--- src/rtl/ex_pkg.sv ---
// Shared constants for the EX stage: ALU codes, ALUOp/funct encodings,
// forwarding selects and pipeline-word field positions.
package ex_pkg;

    localparam logic [3:0] AluAnd = 4'b0000;
    localparam logic [3:0] AluOr  = 4'b0001;
    localparam logic [3:0] AluAdd = 4'b0010;
    localparam logic [3:0] AluSub = 4'b0110;
    localparam logic [3:0] AluSlt = 4'b0111;
    localparam logic [3:0] AluSll = 4'b1000;
    localparam logic [3:0] AluSrl = 4'b1001;
    localparam logic [3:0] AluNor = 4'b1100;

    localparam logic [1:0] AluOpAdd   = 2'b00;
    localparam logic [1:0] AluOpSub   = 2'b01;
    localparam logic [1:0] AluOpFunct = 2'b10;
    localparam logic [1:0] AluOpOr    = 2'b11;

    localparam logic [5:0] FunctAdd = 6'h20;
    localparam logic [5:0] FunctSub = 6'h22;
    localparam logic [5:0] FunctAnd = 6'h24;
    localparam logic [5:0] FunctOr  = 6'h25;
    localparam logic [5:0] FunctNor = 6'h27;
    localparam logic [5:0] FunctSlt = 6'h2A;
    localparam logic [5:0] FunctSll = 6'h00;
    localparam logic [5:0] FunctSrl = 6'h02;

    localparam logic [1:0] FwdRegFile = 2'd0;
    localparam logic [1:0] FwdMemData = 2'd1;
    localparam logic [1:0] FwdExMem   = 2'd2;
    localparam logic [1:0] FwdWbAlu   = 2'd3;

    localparam int unsigned IdexInstrLsb = 0;
    localparam int unsigned IdexRd1Lsb   = 32;
    localparam int unsigned IdexRd2Lsb   = 64;
    localparam int unsigned IdexImmLsb   = 96;
    localparam int unsigned IdexCtrlLsb  = 128;

    localparam int unsigned CtrlRegWrite = 0;
    localparam int unsigned CtrlAluSrc   = 1;
    localparam int unsigned CtrlMemWrite = 2;
    localparam int unsigned CtrlAluOpLsb = 3;
    localparam int unsigned CtrlMemToReg = 5;
    localparam int unsigned CtrlMemRead  = 6;
    localparam int unsigned CtrlRegDst   = 7;

    localparam int unsigned MemwbMemLsb   = 0;
    localparam int unsigned MemwbDestLsb  = 32;
    localparam int unsigned MemwbRegWrite = 37;
    localparam int unsigned MemwbAluLsb   = 38;
    localparam int unsigned MemwbMemToReg = 70;

    localparam int unsigned ExmemAluLsb   = 0;
    localparam int unsigned ExmemStoreLsb = 32;
    localparam int unsigned ExmemWregLsb  = 64;
    localparam int unsigned ExmemZero     = 69;
    localparam int unsigned ExmemOverflow = 70;
    localparam int unsigned ExmemMemRead  = 71;
    localparam int unsigned ExmemMemToReg = 72;
    localparam int unsigned ExmemMemWrite = 73;
    localparam int unsigned ExmemRegWrite = 74;

    // EX/MEM beats MEM/WB; a write to register 0 is never forwarded.
    function automatic logic [1:0] fwd_sel(input logic [4:0] src,
                                           input logic       exmem_we,
                                           input logic [4:0] exmem_rd,
                                           input logic       memwb_we,
                                           input logic [4:0] memwb_rd,
                                           input logic       memwb_m2r);
        if (exmem_we && exmem_rd != 5'd0 && exmem_rd == src) begin
            return FwdExMem;
        end else if (memwb_we && memwb_rd != 5'd0 && memwb_rd == src) begin
            return memwb_m2r ? FwdMemData : FwdWbAlu;
        end
        return FwdRegFile;
    endfunction

endpackage

--- src/rtl/ex_if.sv ---
// Pipeline-word bundle around the EX stage: ID/EX and MEM/WB in, EX/MEM out.
interface ex_if;
    logic [135:0] IDEXReg;
    logic [70:0]  MEMWBReg;
    logic [74:0]  EXMEMReg;

    modport master (output IDEXReg, output MEMWBReg, input EXMEMReg);
    modport slave  (input IDEXReg, input MEMWBReg, output EXMEMReg);
endinterface

--- src/rtl/ex_alu.sv ---
// 32-bit ALU: logic ops, add/sub with signed overflow, slt and shifts by shamt.
module ex_alu
    import ex_pkg::*;
(
    input  logic [31:0] a,
    input  logic [31:0] b,
    input  logic [3:0]  alu_ctrl,
    input  logic [4:0]  shamt,
    output logic [31:0] result,
    output logic        overflow,
    output logic        zero
);

    always_comb begin
        result   = '0;
        overflow = 1'b0;
        case (alu_ctrl)
            AluAnd: result = a & b;
            AluOr:  result = a | b;
            AluNor: result = ~(a | b);
            AluAdd: begin
                result   = a + b;
                overflow = (a[31] == b[31]) && (result[31] != a[31]);
            end
            AluSub: begin
                result   = a - b;
                overflow = (a[31] != b[31]) && (result[31] != a[31]);
            end
            AluSlt: result = {31'd0, $signed(a) < $signed(b)};
            AluSll: result = b << shamt;
            AluSrl: result = b >> shamt;
            default: result = '0;
        endcase
    end

    assign zero = (result == 32'd0);

endmodule

--- src/rtl/execution_stage.sv ---
// EX stage of the 5-stage MIPS pipeline: forwarding, ALU control, ALU and the
// EX/MEM pipeline register.
module execution_stage
    import ex_pkg::*;
(
    input logic clk,
    input logic rst_n,
    ex_if.slave bus
);

    logic [31:0] instr, rd1, rd2, imm;
    logic [7:0]  ctrl;
    logic [4:0]  rs, rt, rd, shamt, write_reg;
    logic [5:0]  funct;
    logic [1:0]  alu_op, fwd_a, fwd_b;
    logic [3:0]  alu_ctrl;
    logic [31:0] op_a, fwd_b_val, op_b, alu_result;
    logic        alu_overflow, alu_zero;
    logic [74:0] exmem_d, exmem_q;
    logic        unused_opcode;

    assign instr = bus.IDEXReg[IdexInstrLsb +: 32];
    assign rd1   = bus.IDEXReg[IdexRd1Lsb +: 32];
    assign rd2   = bus.IDEXReg[IdexRd2Lsb +: 32];
    assign imm   = bus.IDEXReg[IdexImmLsb +: 32];
    assign ctrl  = bus.IDEXReg[IdexCtrlLsb +: 8];

    assign funct  = instr[5:0];
    assign shamt  = instr[10:6];
    assign rd     = instr[15:11];
    assign rt     = instr[20:16];
    assign rs     = instr[25:21];
    assign alu_op = ctrl[CtrlAluOpLsb +: 2];

    assign unused_opcode = ^instr[31:26];

    assign write_reg = ctrl[CtrlRegDst] ? rd : rt;

    assign fwd_a = fwd_sel(rs, exmem_q[ExmemRegWrite], exmem_q[ExmemWregLsb +: 5],
                           bus.MEMWBReg[MemwbRegWrite], bus.MEMWBReg[MemwbDestLsb +: 5],
                           bus.MEMWBReg[MemwbMemToReg]);
    assign fwd_b = fwd_sel(rt, exmem_q[ExmemRegWrite], exmem_q[ExmemWregLsb +: 5],
                           bus.MEMWBReg[MemwbRegWrite], bus.MEMWBReg[MemwbDestLsb +: 5],
                           bus.MEMWBReg[MemwbMemToReg]);

    always_comb begin
        op_a = rd1;
        unique case (fwd_a)
            FwdRegFile: op_a = rd1;
            FwdMemData: op_a = bus.MEMWBReg[MemwbMemLsb +: 32];
            FwdExMem:   op_a = exmem_q[ExmemAluLsb +: 32];
            FwdWbAlu:   op_a = bus.MEMWBReg[MemwbAluLsb +: 32];
        endcase
        fwd_b_val = rd2;
        unique case (fwd_b)
            FwdRegFile: fwd_b_val = rd2;
            FwdMemData: fwd_b_val = bus.MEMWBReg[MemwbMemLsb +: 32];
            FwdExMem:   fwd_b_val = exmem_q[ExmemAluLsb +: 32];
            FwdWbAlu:   fwd_b_val = bus.MEMWBReg[MemwbAluLsb +: 32];
        endcase
    end

    // Store data is taken before the immediate mux.
    assign op_b = ctrl[CtrlAluSrc] ? imm : fwd_b_val;

    always_comb begin
        alu_ctrl = AluAdd;
        unique case (alu_op)
            AluOpAdd: alu_ctrl = AluAdd;
            AluOpSub: alu_ctrl = AluSub;
            AluOpOr:  alu_ctrl = AluOr;
            AluOpFunct: begin
                case (funct)
                    FunctAdd: alu_ctrl = AluAdd;
                    FunctSub: alu_ctrl = AluSub;
                    FunctAnd: alu_ctrl = AluAnd;
                    FunctOr:  alu_ctrl = AluOr;
                    FunctNor: alu_ctrl = AluNor;
                    FunctSlt: alu_ctrl = AluSlt;
                    FunctSll: alu_ctrl = AluSll;
                    FunctSrl: alu_ctrl = AluSrl;
                    default:  alu_ctrl = AluAdd;
                endcase
            end
        endcase
    end

    ex_alu u_alu (
        .a        (op_a),
        .b        (op_b),
        .alu_ctrl (alu_ctrl),
        .shamt    (shamt),
        .result   (alu_result),
        .overflow (alu_overflow),
        .zero     (alu_zero)
    );

    assign exmem_d = {ctrl[CtrlRegWrite], ctrl[CtrlMemWrite], ctrl[CtrlMemToReg],
                      ctrl[CtrlMemRead], alu_overflow, alu_zero, write_reg,
                      fwd_b_val, alu_result};

    always_ff @(posedge clk or negedge rst_n) begin
        if (!rst_n) begin
            exmem_q <= '0;
        end else begin
            exmem_q <= exmem_d;
        end
    end

    assign bus.EXMEMReg = exmem_q;

endmodule

--- src/flat_wrapper.sv ---
// flat-port wrapper written by rule: the top's interface ports become plain ports
module execution_stage_flat import ex_pkg::*;
  (clk, rst_n, bus_IDEXReg, bus_MEMWBReg, bus_EXMEMReg);
  ex_if bus_i ();
  input logic clk;
  input logic rst_n;
  input wire logic [$bits(bus_i.IDEXReg)-1:0] bus_IDEXReg;
  input wire logic [$bits(bus_i.MEMWBReg)-1:0] bus_MEMWBReg;
  output wire logic [$bits(bus_i.EXMEMReg)-1:0] bus_EXMEMReg;
  assign bus_i.IDEXReg = bus_IDEXReg;
  assign bus_i.MEMWBReg = bus_MEMWBReg;
  assign bus_EXMEMReg = bus_i.EXMEMReg;
  execution_stage u_core (.clk(clk), .rst_n(rst_n), .bus(bus_i));
endmodule
--- config.mk ---
export PLATFORM = sky130hd
export DESIGN_NAME = execution_stage_flat
export DESIGN_NICKNAME = d
export VERILOG_FILES = /design/src/rtl/ex_pkg.sv /design/src/rtl/ex_if.sv /design/src/rtl/ex_alu.sv /design/src/rtl/execution_stage.sv /design/src/flat_wrapper.sv
export SDC_FILE = /design/constraint.sdc
export NUM_CORES = 1
export LEC_CHECK = 0
export BUFFER_PORTS_ARGS = -buffer_cell sky130_fd_sc_hd__buf_2
export CAP_MARGIN = 20
export CORE_UTILIZATION = 39
export DETAILED_ROUTE_END_ITERATION = 16
export MAX_ROUTING_LAYER = met4
export PLACE_DENSITY = 0.6
export SETUP_SLACK_MARGIN = 0.2
export SKIP_CTS_REPAIR_TIMING = 1
export SYNTH_ARGS = -nofsm -noshare
export SYNTH_HDL_FRONTEND = slang
export SYNTH_HIERARCHICAL = 1
export SYNTH_SLANG_ARGS = --single-unit
--- constraint.sdc ---
create_clock -name clk -period 5.5 [get_ports clk]
set_clock_uncertainty 0.1 [all_clocks]
set_input_delay 0.275 -clock clk [delete_from_list [all_inputs] [get_ports clk]]
set_output_delay 0.275 -clock clk [all_outputs]
set_load 0.1 [all_outputs]
==> results.py <==
metrics = {
    "synthesis": {
        "synth-simple-area-share": 0.1917,
        "netlist_instances": 1905,
        "synthAdderAreaFrac": 0.08065,
        "ys_top_cells_by_area": "dfrtp_1 12%, ha_1 7.8%, mux2i_1 7.7%",
        "syn_nets": 2212,
        "synth_xor_area_frac": 0.01309,
        "yosys.area.top_type": "dfrtp_1",
        "syn_area_um2": 15390,
        "ys.flop_type": "dfrtp_1",
        "synth.distinct_cells": 91,
        "yosysSeqAreaShare": 0.1220,
        "ys_ff_latch": 75,
        "postSynthAreaPerCell_um2": 8.079,
        "synth_edf_count": 0,
        "synth.area.mux_share": 0.2211,
        "netlist.area_leader.share": 0.1220,
        "ys.warnings.count": 6,
        "synth_compound_area_frac": 0.2867,
        "synth_top_family_by_area": "compound AO/OA/AOI/OAI gates",
        "async_flop_share": 1.000,
    },
    "worst_setup_path": {
        "cp_num_buf_inv": 4,
        "cp.required_ps": 5670,
        "crit_chain": "or4_1 > o21a_1 > and3_4 > buf_12 > o31ai_4 > mux2_4 > inv_1 > ha_2 > buf_4 > nand3_1 > nor4_4 > buf_4 > a21oi_1 > a22oi_1 > nand3_1 > nand2_1 > nor4_1 > nor4_1 > o21ai_1 > or4_1 > nor3_2",
        "end_kind": "register",
        "cp_max_fo": 7,
        "crit_arrival_ps": 5820,
        "cpLargestDelayFamily": "simple AND/OR/NAND/NOR gates",
        "worstSetupStartpoint": "u_core/bus.EXMEMReg[66]$_DFF_PN0_",
        "crit-reg2reg-launch": "u_core/bus.EXMEMReg[66]$_DFF_PN0_",
        "critical_path_class": "reg -> reg",
        "startpoint_type": "register",
        "slowest_stage": "or4_1",
        "cp_slowest_stage_delay_ps": 610,
    },
    "cells_and_area": {
        "design_area_um2": 21520,
        "layout_common_cells": "500 x buf_4, 274 x buf_2, 136 x nor2_1",
        "syn_to_final_growth_pct": 39.80,
        "utilization": 0.5541,
        "drive_above_1_share": 0.4273,
        "nets": 2840,
        "mostFrequentLayoutCell": "buf_4",
        "largest_register_ffs": 75,
    },
    "clock_network": {
        "clockRootBuffer": "clkbuf_16",
        "clk_path_buf_depth": 2,
        "cts_buffers": 9,
        "clkLatencyLatePin_ps": 350,
        "clk_pin_slew_ps": 60,
        "cts_tree": "built",
        "htree_levels": 3,
        "clock-sinks": 75,
    },
    "detailed_routing": {
        "routed_via_density": 6.368,
        "detail-route-antenna-nets": 0,
        "dr.pass1.iters": 6,
        "drt_wl_total_um": 84420,
        "vias": 19480,
        "drc": 0,
        "drt_first_iter_violations": 2209,
        "post_drt_wl_per_cell_um": 27.60,
    },
    "timing": {
        "slew_headroom": 0.2770,
        "rsz0062_at_grt": "true",
        "finalMaxSlewViolations": 0,
        "finalCritPeriodShare": 1.028,
        "setup_viol": 1,
        "timing.final.hold_violations": 0,
        "finalCriticalPeriod_ps": 5652,
        "hold_ws_ps": 64.48,
        "worst_pin_slew_ps": 1075,
        "worst_slack_ps": -151.6,
        "max_clock_freq_mhz": 176.9,
    },
    "outcome": {
        "violations": "setup timing",
        "outcome": "finished, violations left",
    },
    "global_routing": {
        "grt_pass1_wl_um": 122300,
        "grt_max_degree": 81,
        "grt_usage": 0.4164,
        "grt_pass1_vias": 18480,
        "antenna_found_initial": 4,
        "overflow": 0,
    },
    "die": {
        "coreArea_um2": 38830,
        "initial_utilization": 0.3964,
        "die_area_um2": 40260,
        "row_count": 72,
        "ios": 284,
        "fp.dieH_um": 200.6,
        "dieWidth_um": 200.6,
    },
    "placed_design": {
        "gp_congestion": 1.081,
        "place_ws_ps": -528.3,
        "post_dp_cell_area_um2": 20700,
        "io_buffers": 277,
        "hpwl_um": 69060,
    },
    "power": {
        "power.leakage_nw": 9.824,
        "ir_drop_mv": 0.1748,
        "p_per_area_nw_per_um2": 223.1,
    },
    "run": {
        "cap_violations": 0,
    },
    "worst_hold_path": {
        "hold_class": "in -> reg",
        "hp-start": "bus_IDEXReg[14]",
    },
}
==> worst register-to-register path, cell delays in order, from the launching register on <==
cell     delay [ps]
dfrtp_4         470
or4_1           520
o21a_1          250
and3_4          240
buf_12          170
o31ai_4         270
mux2_4          200
inv_1            60
ha_2            380
buf_4           170
nand3_1         160
nor4_4          380
buf_4           170
a21oi_1          80
a22oi_1         310
nand3_1         150
nand2_1         160
nor4_1           70
nor4_1          270
o21ai_1         210
or4_1           610
nor3_2          160
==> where the power goes <==
group          internal [mW]  switching (mW)  total (mW)  leakage (nW)
Clock                  0.327           0.229       0.556         0.132
Combinational           1.30            2.21        3.51          8.80
Sequential             0.638          0.0991       0.737         0.888
==> kinds of logic after synthesis <==
family / count (synthesis)
AOI/OAI and AO/OA: 578
buffers and inverters: 308
DFF: 75
and+or+nand+nor: 563
muxes: 260
xor gates and xnor gates: 23
adders and majority gates: 98
==> metrics by stage <==
| step | cells | power, mW | setup TNS [ps] |
|---|---|---|---|
| after floorplan | 1905 | 2.626 | 0 |
| after global placement | 3024 | 4.040 | -529.8 |
| after detailed placement | 3024 | 4.047 | -671.1 |
| after CTS | 3039 | 4.619 | -684.8 |
| after global routing | 3059 | 4.970 | -313.2 |
| final | 3059 | 4.800 | -151.6 |
==> final cells by class <==
class	instances	area (um^2)
antenna	4	10.01
clock buffer	13	260.3
clock inverter	2	12.51
fill	3684	17310
inverter	134	505.5
multi-input combinational	1522	12780
sequential	75	1889
tap	518	648.1
timing repair buffer	791	5406
==> Yosys cell counts (18+ instances only) <==
library cell and n:
o21ai_0 89, nand3_1 42, mux2i_1 118, a21oi_1 100
inv_1 131, a31oi_1 48, o31ai_4 30, nor2_1 138
dfrtp_1 75, clkbuf_1 122, and4_1 30, buf_2 21
mux2_2 87, nor3_1 47, o211ai_1 18, nand4_1 41
a211oi_1 32, a22oi_1 35, o22ai_1 29, mux4_2 51
nand2_1 127, ha_1 96
==> worst paths after layout <==
check,end,cells past startpoint,slack [ps]
max in group asynchronous,u_core/bus.EXMEMReg[68]$_DFF_PN0_,3,3920
worst max register to register,u_core/bus.EXMEMReg[69]$_DFF_PN0_,21,-150
worst min-delay path,u_core/bus.EXMEMReg[67]$_DFF_PN0_,2,60
min in group asynchronous,u_core/bus.EXMEMReg[35]$_DFF_PN0_,2,180
worst min register to register,u_core/bus.EXMEMReg[52]$_DFF_PN0_,2,550
worst max-delay path,u_core/bus.EXMEMReg[69]$_DFF_PN0_,21,-150
==> routing by layer <==
| layer | wire (um) | up-vias | GRT usage | share of wire |
|---|---|---|---|---|
| met4 | 3684 | 0 | 0.1758 | 0.044 |
| met1 | 35330 | 9464 | 0.5568 | 0.42 |
| met2 | 36570 | 1277 | 0.6120 | 0.43 |
| met3 | 8838 | 196 | 0.07744 | 0.10 |
| li1 | - | 8544 | - | - |
| met5 | 0 | - | - | 0 |
No activity file was read; power rests on OpenSTA's default activity.
